### config.mk
export PLATFORM = sky130hd
export DESIGN_NAME = ptp_int_svc
export DESIGN_NICKNAME = d
export VERILOG_FILES = /design/src/rtl/ptp_int_svc.sv
export SDC_FILE = /design/constraint.sdc
export NUM_CORES = 1
export LEC_CHECK = 0
export CAP_MARGIN = 25
export CORE_MARGIN = 2
export CORE_UTILIZATION = 30
export DETAILED_ROUTE_END_ITERATION = 16
export PLACE_DENSITY = 0.67
export REMOVE_ABC_BUFFERS = 1
export SYNTH_ARGS = -nofsm -noshare
export SYNTH_HDL_FRONTEND = slang
export SYNTH_SLANG_ARGS = --single-unit
### constraint.sdc
create_clock -name bus2ip_clk -period 3.15 [get_ports bus2ip_clk]
set_clock_uncertainty 0.05 [all_clocks]
set_input_delay 0.4725 -clock bus2ip_clk [delete_from_list [all_inputs] [get_ports bus2ip_clk]]
set_output_delay 0.4725 -clock bus2ip_clk [all_outputs]
set_load 0.05 [all_outputs]
### src/rtl/ptp_int_svc.sv
// PTP interrupt service initiator: programs the interrupt mask, reads and clears status, and dispatches per-source service requests.
// Optional per-source event counters are built when PTP_INT_SVC_CNT_EN is defined.
module ptp_int_svc #(
    parameter logic [31:0] INT_BASE_ADDR = 32'h300,
    parameter int          ACK_TIMEOUT   = 1024,
    parameter int          GUARD_CYCLES  = 4,
    parameter int          CNT_W         = 16
) (
    input  logic             bus2ip_clk,
    input  logic             bus2ip_rst,
    input  logic             int_ptp_i,
    output logic [31:0]      bus2ip_addr_o,
    output logic [31:0]      bus2ip_data_o,
    output logic             bus2ip_rd_ce_o,
    output logic             bus2ip_wr_ce_o,
    input  logic [31:0]      ip2bus_data_i,
    input  logic [2:0]       mask_i,
    input  logic             mask_upd_i,
    output logic [2:0]       svc_req_o,
    input  logic [2:0]       svc_ack_i,
    output logic             busy_o,
    output logic             spurious_o,
    output logic             timeout_o,
    output logic [CNT_W-1:0] cnt_xms_o,
    output logic [CNT_W-1:0] cnt_rx_o,
    output logic [CNT_W-1:0] cnt_tx_o
);

    typedef enum logic [2:0] {
        ST_MASK_WR  = 3'd0,
        ST_IDLE     = 3'd1,
        ST_RD_STAT  = 3'd2,
        ST_EVAL     = 3'd3,
        ST_WAIT_ACK = 3'd4,
        ST_GUARD    = 3'd5
    } state_t;

    localparam logic [15:0] ACK_LAST   = 16'(ACK_TIMEOUT - 1);
    localparam logic [15:0] GUARD_LAST = 16'(GUARD_CYCLES - 1);

    state_t      state_r;
    state_t      next_state_s;
    logic [15:0] timer_r;
    logic [2:0]  status_r;
    logic        pend_r;
    logic [2:0]  pend_mask_r;
    logic [2:0]  svc_req_r;
    logic [2:0]  rem_s;
    logic [2:0]  mask_sel_s;
    logic [31:0] addr_nxt_s;
    logic [31:0] data_nxt_s;
    logic        rd_nxt_s;
    logic        wr_nxt_s;
    logic [31:0] addr_r;
    logic [31:0] data_r;
    logic        rd_ce_r;
    logic        wr_ce_r;
    logic        busy_r;
    logic        spurious_r;
    logic        timeout_r;
    logic [28:0] unused_data_s;

    assign unused_data_s = ip2bus_data_i[31:3];
    assign rem_s         = svc_req_r & ~svc_ack_i;
    assign mask_sel_s    = pend_r ? pend_mask_r : mask_i;

    // State register
    always_ff @(posedge bus2ip_clk) begin
        if (bus2ip_rst) begin
            state_r <= ST_MASK_WR;
        end else begin
            state_r <= next_state_s;
        end
    end

    // Next-state logic; MASK_WR holds until its write strobe has actually been driven
    always_comb begin
        next_state_s = state_r;
        case (state_r)
            ST_MASK_WR: begin
                if (wr_ce_r) next_state_s = ST_GUARD;
                else         next_state_s = ST_MASK_WR;
            end
            ST_IDLE: begin
                if (pend_r)         next_state_s = ST_MASK_WR;
                else if (int_ptp_i) next_state_s = ST_RD_STAT;
                else                next_state_s = ST_IDLE;
            end
            ST_RD_STAT: next_state_s = ST_EVAL;
            ST_EVAL: begin
                if (status_r == 3'b000) next_state_s = ST_GUARD;
                else                    next_state_s = ST_WAIT_ACK;
            end
            ST_WAIT_ACK: begin
                if (rem_s == 3'b000)         next_state_s = ST_GUARD;
                else if (timer_r == ACK_LAST) next_state_s = ST_GUARD;
                else                         next_state_s = ST_WAIT_ACK;
            end
            ST_GUARD: begin
                if (timer_r == GUARD_LAST) next_state_s = ST_IDLE;
                else                       next_state_s = ST_GUARD;
            end
            default: next_state_s = ST_MASK_WR;
        endcase
    end

    // Bus outputs are decoded from the next state so the strobe coincides with the state
    always_comb begin
        addr_nxt_s = 32'd0;
        data_nxt_s = 32'd0;
        rd_nxt_s   = 1'b0;
        wr_nxt_s   = 1'b0;
        case (next_state_s)
            ST_MASK_WR: begin
                wr_nxt_s   = 1'b1;
                addr_nxt_s = INT_BASE_ADDR + 32'd1;
                data_nxt_s = {29'd0, mask_sel_s};
            end
            ST_RD_STAT: begin
                rd_nxt_s   = 1'b1;
                addr_nxt_s = INT_BASE_ADDR;
            end
            default: begin
                rd_nxt_s = 1'b0;
            end
        endcase
    end

    // Shared timer: ack wait and guard interval, restarted on every state change
    always_ff @(posedge bus2ip_clk) begin
        if (bus2ip_rst) begin
            timer_r <= 16'd0;
        end else if ((next_state_s != state_r) ||
                     ((state_r != ST_WAIT_ACK) && (state_r != ST_GUARD))) begin
            timer_r <= 16'd0;
        end else begin
            timer_r <= timer_r + 16'd1;
        end
    end

    // Status capture, pending mask and service requests
    always_ff @(posedge bus2ip_clk) begin
        if (bus2ip_rst) begin
            status_r    <= 3'b000;
            pend_r      <= 1'b0;
            pend_mask_r <= 3'b000;
            svc_req_r   <= 3'b000;
        end else begin
            if (state_r == ST_RD_STAT) status_r <= ip2bus_data_i[2:0];
            else                       status_r <= status_r;

            if (mask_upd_i && (state_r != ST_MASK_WR)) begin
                pend_r      <= 1'b1;
                pend_mask_r <= mask_i;
            end else if (next_state_s == ST_MASK_WR) begin
                pend_r      <= 1'b0;
                pend_mask_r <= pend_mask_r;
            end else begin
                pend_r      <= pend_r;
                pend_mask_r <= pend_mask_r;
            end

            case (state_r)
                ST_EVAL:     svc_req_r <= (next_state_s == ST_WAIT_ACK) ? status_r : 3'b000;
                ST_WAIT_ACK: svc_req_r <= (next_state_s == ST_WAIT_ACK) ? rem_s : 3'b000;
                default:     svc_req_r <= 3'b000;
            endcase
        end
    end

    // Registered bus, status and pulse outputs
    always_ff @(posedge bus2ip_clk) begin
        if (bus2ip_rst) begin
            addr_r     <= 32'd0;
            data_r     <= 32'd0;
            rd_ce_r    <= 1'b0;
            wr_ce_r    <= 1'b0;
            busy_r     <= 1'b0;
            spurious_r <= 1'b0;
            timeout_r  <= 1'b0;
        end else begin
            addr_r     <= addr_nxt_s;
            data_r     <= data_nxt_s;
            rd_ce_r    <= rd_nxt_s;
            wr_ce_r    <= wr_nxt_s;
            busy_r     <= (next_state_s != ST_IDLE);
            spurious_r <= (state_r == ST_EVAL) && (status_r == 3'b000);
            timeout_r  <= (state_r == ST_WAIT_ACK) && (rem_s != 3'b000) && (timer_r == ACK_LAST);
        end
    end

    assign bus2ip_addr_o  = addr_r;
    assign bus2ip_data_o  = data_r;
    assign bus2ip_rd_ce_o = rd_ce_r;
    assign bus2ip_wr_ce_o = wr_ce_r;
    assign svc_req_o      = svc_req_r;
    assign busy_o         = busy_r;
    assign spurious_o     = spurious_r;
    assign timeout_o      = timeout_r;

`ifdef PTP_INT_SVC_CNT_EN
    logic [CNT_W-1:0] cnt_xms_r;
    logic [CNT_W-1:0] cnt_rx_r;
    logic [CNT_W-1:0] cnt_tx_r;

    function automatic logic [CNT_W-1:0] sat_inc(input logic [CNT_W-1:0] v, input logic en);
        if (en && (v != {CNT_W{1'b1}})) sat_inc = v + {{(CNT_W-1){1'b0}}, 1'b1};
        else                             sat_inc = v;
    endfunction

    // Event counters advance once per evaluated status read
    always_ff @(posedge bus2ip_clk) begin
        if (bus2ip_rst) begin
            cnt_xms_r <= {CNT_W{1'b0}};
            cnt_rx_r  <= {CNT_W{1'b0}};
            cnt_tx_r  <= {CNT_W{1'b0}};
        end else begin
            cnt_xms_r <= sat_inc(cnt_xms_r, (state_r == ST_EVAL) && status_r[2]);
            cnt_rx_r  <= sat_inc(cnt_rx_r,  (state_r == ST_EVAL) && status_r[1]);
            cnt_tx_r  <= sat_inc(cnt_tx_r,  (state_r == ST_EVAL) && status_r[0]);
        end
    end

    assign cnt_xms_o = cnt_xms_r;
    assign cnt_rx_o  = cnt_rx_r;
    assign cnt_tx_o  = cnt_tx_r;
`else
    assign cnt_xms_o = {CNT_W{1'b0}};
    assign cnt_rx_o  = {CNT_W{1'b0}};
    assign cnt_tx_o  = {CNT_W{1'b0}};
`endif

endmodule

==> results by group <==
Status
  – Outcome: completed

Clock network
  – Root Buffer: clkbuf_8
  – Post-CTS Resized: 0
  – Reg clk slew, reported paths: about 0.080 ns
  – CTS Buf Count: 5
  – CTS max path bufs: 2
  – CTS tree: built
  – Postcts setup bufs: 0
  – Hold-fix buffers at CTS: 0
  – Sink Count: 38
  – Depth of the CTS H-tree: 2
  – Clk_lat worst skew: ~0.3 ns

STA
  – Min Tclk post-route: between 2 and 2.5 ns
  – Max-slew violation count: 0
  – Highest clock rate: around 0.47 GHz
  – RSZ-0062 raised after global routing: no
  – Period utilisation layout: 67.8%
  – Worst-Margin Slew: around 0.58 ns
  – Final setup viols: 0
  – Setup TNS Final: 0 ns
  – Worst hold margin: between 0.4 and 0.5 ns
  – Hold Violations, Final: 0
  – Slew HR: between 60% and 70%

Synthesis
  – Largest area contributor in the netlist: buf_4
  – Post-synth top area share: 33.0%
  – Syn Area/Cell: around 8.5 um2
  – Post-synthesis async set-or-reset flop share: 0%
  – Top FF cell, synth: dfxtp_1
  – Post-Synthesis Cells: 293
  – Flops & latches, synth: 38
  – EDFF count, synth: 0
  – Dominant cells by area after synthesis: buf_4 33%, dfxtp_1 31%, nor2_1 5.6%
  – Yosys Warn Count: 0
  – Synthesized area: roughly 2500 um2
  – Post-synthesis sequential area ratio: a little under a third
  – Yosys cell types: 42

Drt
  – Total routed wirelength: between 3 and 4 mm
  – DRT Pass-1 Iters: 4
  – Post-route DRC: 0
  – Vias post-DR: between 1500 and 2000
  – Starting DRT DRC Count: 45
  – Routed len/inst: a little under 9 um
  – Detail Route Antenna Nets: 0
  – Avg Vias per Cell: 3.72

Placement
  – Detailed placer's ending HPWL: around 2.9 mm
  – IO Port Bufs: 26
  – Gpl congestion: around 0.81

Worst setup path
  – Worst Path Max Fanout: 16
  – WP data arrival: between 2 and 2.5 ns
  – Worst EP required: about 3.3 ns
  – Kind of critical path: flip-flop to flip-flop
  – Crit path capture type: flip-flop
  – CP Launch Type: flip-flop

Hold path
  – Hold crit path type: flip-flop to flip-flop

GRT
  – Total track usage: about 7.9%
  – Largest net degree at the start of global routing: 17
  – Vias in the first global route: ~1300
  – First-pass GRT wire length: approximately 5.7 mm
  – Initial antenna violation count: 0
  – Gr ovfl total: 0

Final layout
  – Inserted Diodes: 0
  – Area grow syn2layout: 1.52%
  – Share of layout cells above drive strength 1: 5.66%
  – Final #Nets: 360

Die
  – Initial core utilization: just over 30%
  – Die area: ~9000 um2
  – Io pins: approximately 160
  – CORE AREA: around 8100 um2
  – Die Ht: around 95 um
  – Rows: 33
  – Die width: ~95 um

Pwr
  – Leak: around 1.1 nW
  – Power Density: ~740 nW/um2
  – Worst VDD drop: between 0.0004 and 0.0005 V

Job
  – # Max-Cap Violations: 0
## critical path, cell delays in order, from the launching register on
cell and delay [ns]:
dfxtp_1 0.37, ha_1 0.22, and3_1 0.25, nand4_1 0.28, o211ai_1 0.26, a21o_1 0.46
nor2_1 0.11
## stage by stage
| stage | std cells | util (%) | area [um2] | power, mW | setup slack, ns |
|---|---|---|---|---|---|
| final | 423 | 31.1 | 2510 | 1.85 | 1.01 |
| after global routing | 423 | 31.1 | 2510 | 1.96 | 0.847 |
| after CTS | 423 | 31.1 | 2510 | 1.86 | 0.981 |
| after detailed placement | 415 | 29.9 | 2420 | 1.52 | 0.854 |
| after global placement | 415 | 29.9 | 2420 | 1.52 | 0.876 |
| after floorplan | 284 | - | 2030 | 1.34 | 1.23 |
## sequential cells by signal (all words and copies together) (netlist names)
name,flops
bus2ip_addr_o,1
spurious_o,1
svc_req_o,3
bus2ip_wr_ce_o,1
state_r,3
timer_r,16
bus2ip_data_o,3
status_r,3
busy_o,1
pend_r,1
bus2ip_rd_ce_o,1
timeout_o,1
pend_mask_r,3
## worst paths after layout
| check | from | slack (ns) | end | cells after the start |
|---|---|---|---|---|
| min reg2reg | timer_r[0] | 0.41 | timer_r[0] | 1 |
| max | timer_r[0] | 1.01 | timer_r[11] | 6 |
| min | timer_r[0] | 0.41 | timer_r[0] | 1 |
| max reg2reg | timer_r[0] | 1.01 | timer_r[11] | 6 |
## cell usage in the layout (no fill, tap or decap), types with 2 or more instances in the layout
cell type / netlist / layout
a21o_1: 2 / 2
a21oi_1: 8 / 8
a22oi_1: 3 / 3
and3_1: 2 / 2
and4_1: 2 / 2
clkbuf_8: 0 / 5
clkdlybuf4s50_1: 0 / 26
conb_1: 1 / 106
dfxtp_1: 38 / 38
inv_1: 6 / 6
mux2i_1: 6 / 6
nand2_1: 10 / 10
nand3_1: 4 / 4
nand4_1: 4 / 4
nor2_1: 37 / 37
nor2b_1: 6 / 6
nor3_1: 6 / 6
nor3b_1: 2 / 2
nor4_4: 2 / 2
o21a_1: 3 / 3
o21ai_0: 5 / 5
xnor2_1: 8 / 8
xor2_1: 6 / 6
## synthesized netlist by cell type (2+ instances only)
master	n
a21o_1	2
a21oi_1	8
a22oi_1	3
and3_1	2
and4_1	2
buf_4	109
clkbuf_1	4
dfxtp_1	38
inv_1	6
mux2i_1	6
nand2_1	10
nand3_1	4
nand4_1	4
nor2_1	37
nor2b_1	6
nor3_1	6
nor3b_1	2
nor4_4	2
o21a_1	3
o21ai_0	5
xnor2_1	8
xor2_1	6
## power by group
part / internal [mW] / switching [mW]
clock network: 0.155 / 0.185
logic: 0.242 / 0.640
registers: 0.550 / 0.0823
total: 0.948 / 0.907
## area by class of cell
cell class | instances | area, um2
multi-input combinational | 240 | 1250
fill | 889 | 5580
sequential | 38 | 761
timing repair buffer | 26 | 260
inverter | 6 | 22.5
clock inverter | 3 | 21.3
tap | 105 | 131
clock buffer | 5 | 68.8
## cell families (layout without fill, tap and decap cells)
group           Yosys count  in the layout  share of synthesized area (%)
compound gates           28             28                           7.83
simple gates             85             85                           18.6
mux                       6              6                           2.43
flops                    38             38                           30.7
xor+xnor                 14             14                           4.95
other cells               1            106                          0.151
fa+ha+maj                 1              1                          0.505
buf+inv                 120             40                           34.8
## metal layers
| metal | GRT usage, % | vias up | part of all wire, % |
|---|---|---|---|
| met5 | 0 | - | 0 |
| met4 | 3.14 | 0 | 1.3 |
| met3 | 2.47 | 6 | 7.6 |
| met2 | 13.7 | 73 | 49 |
| met1 | 8.99 | 702 | 42 |
| li1 | - | 791 | - |
Note: power is estimated with default switching activity, not from simulation.
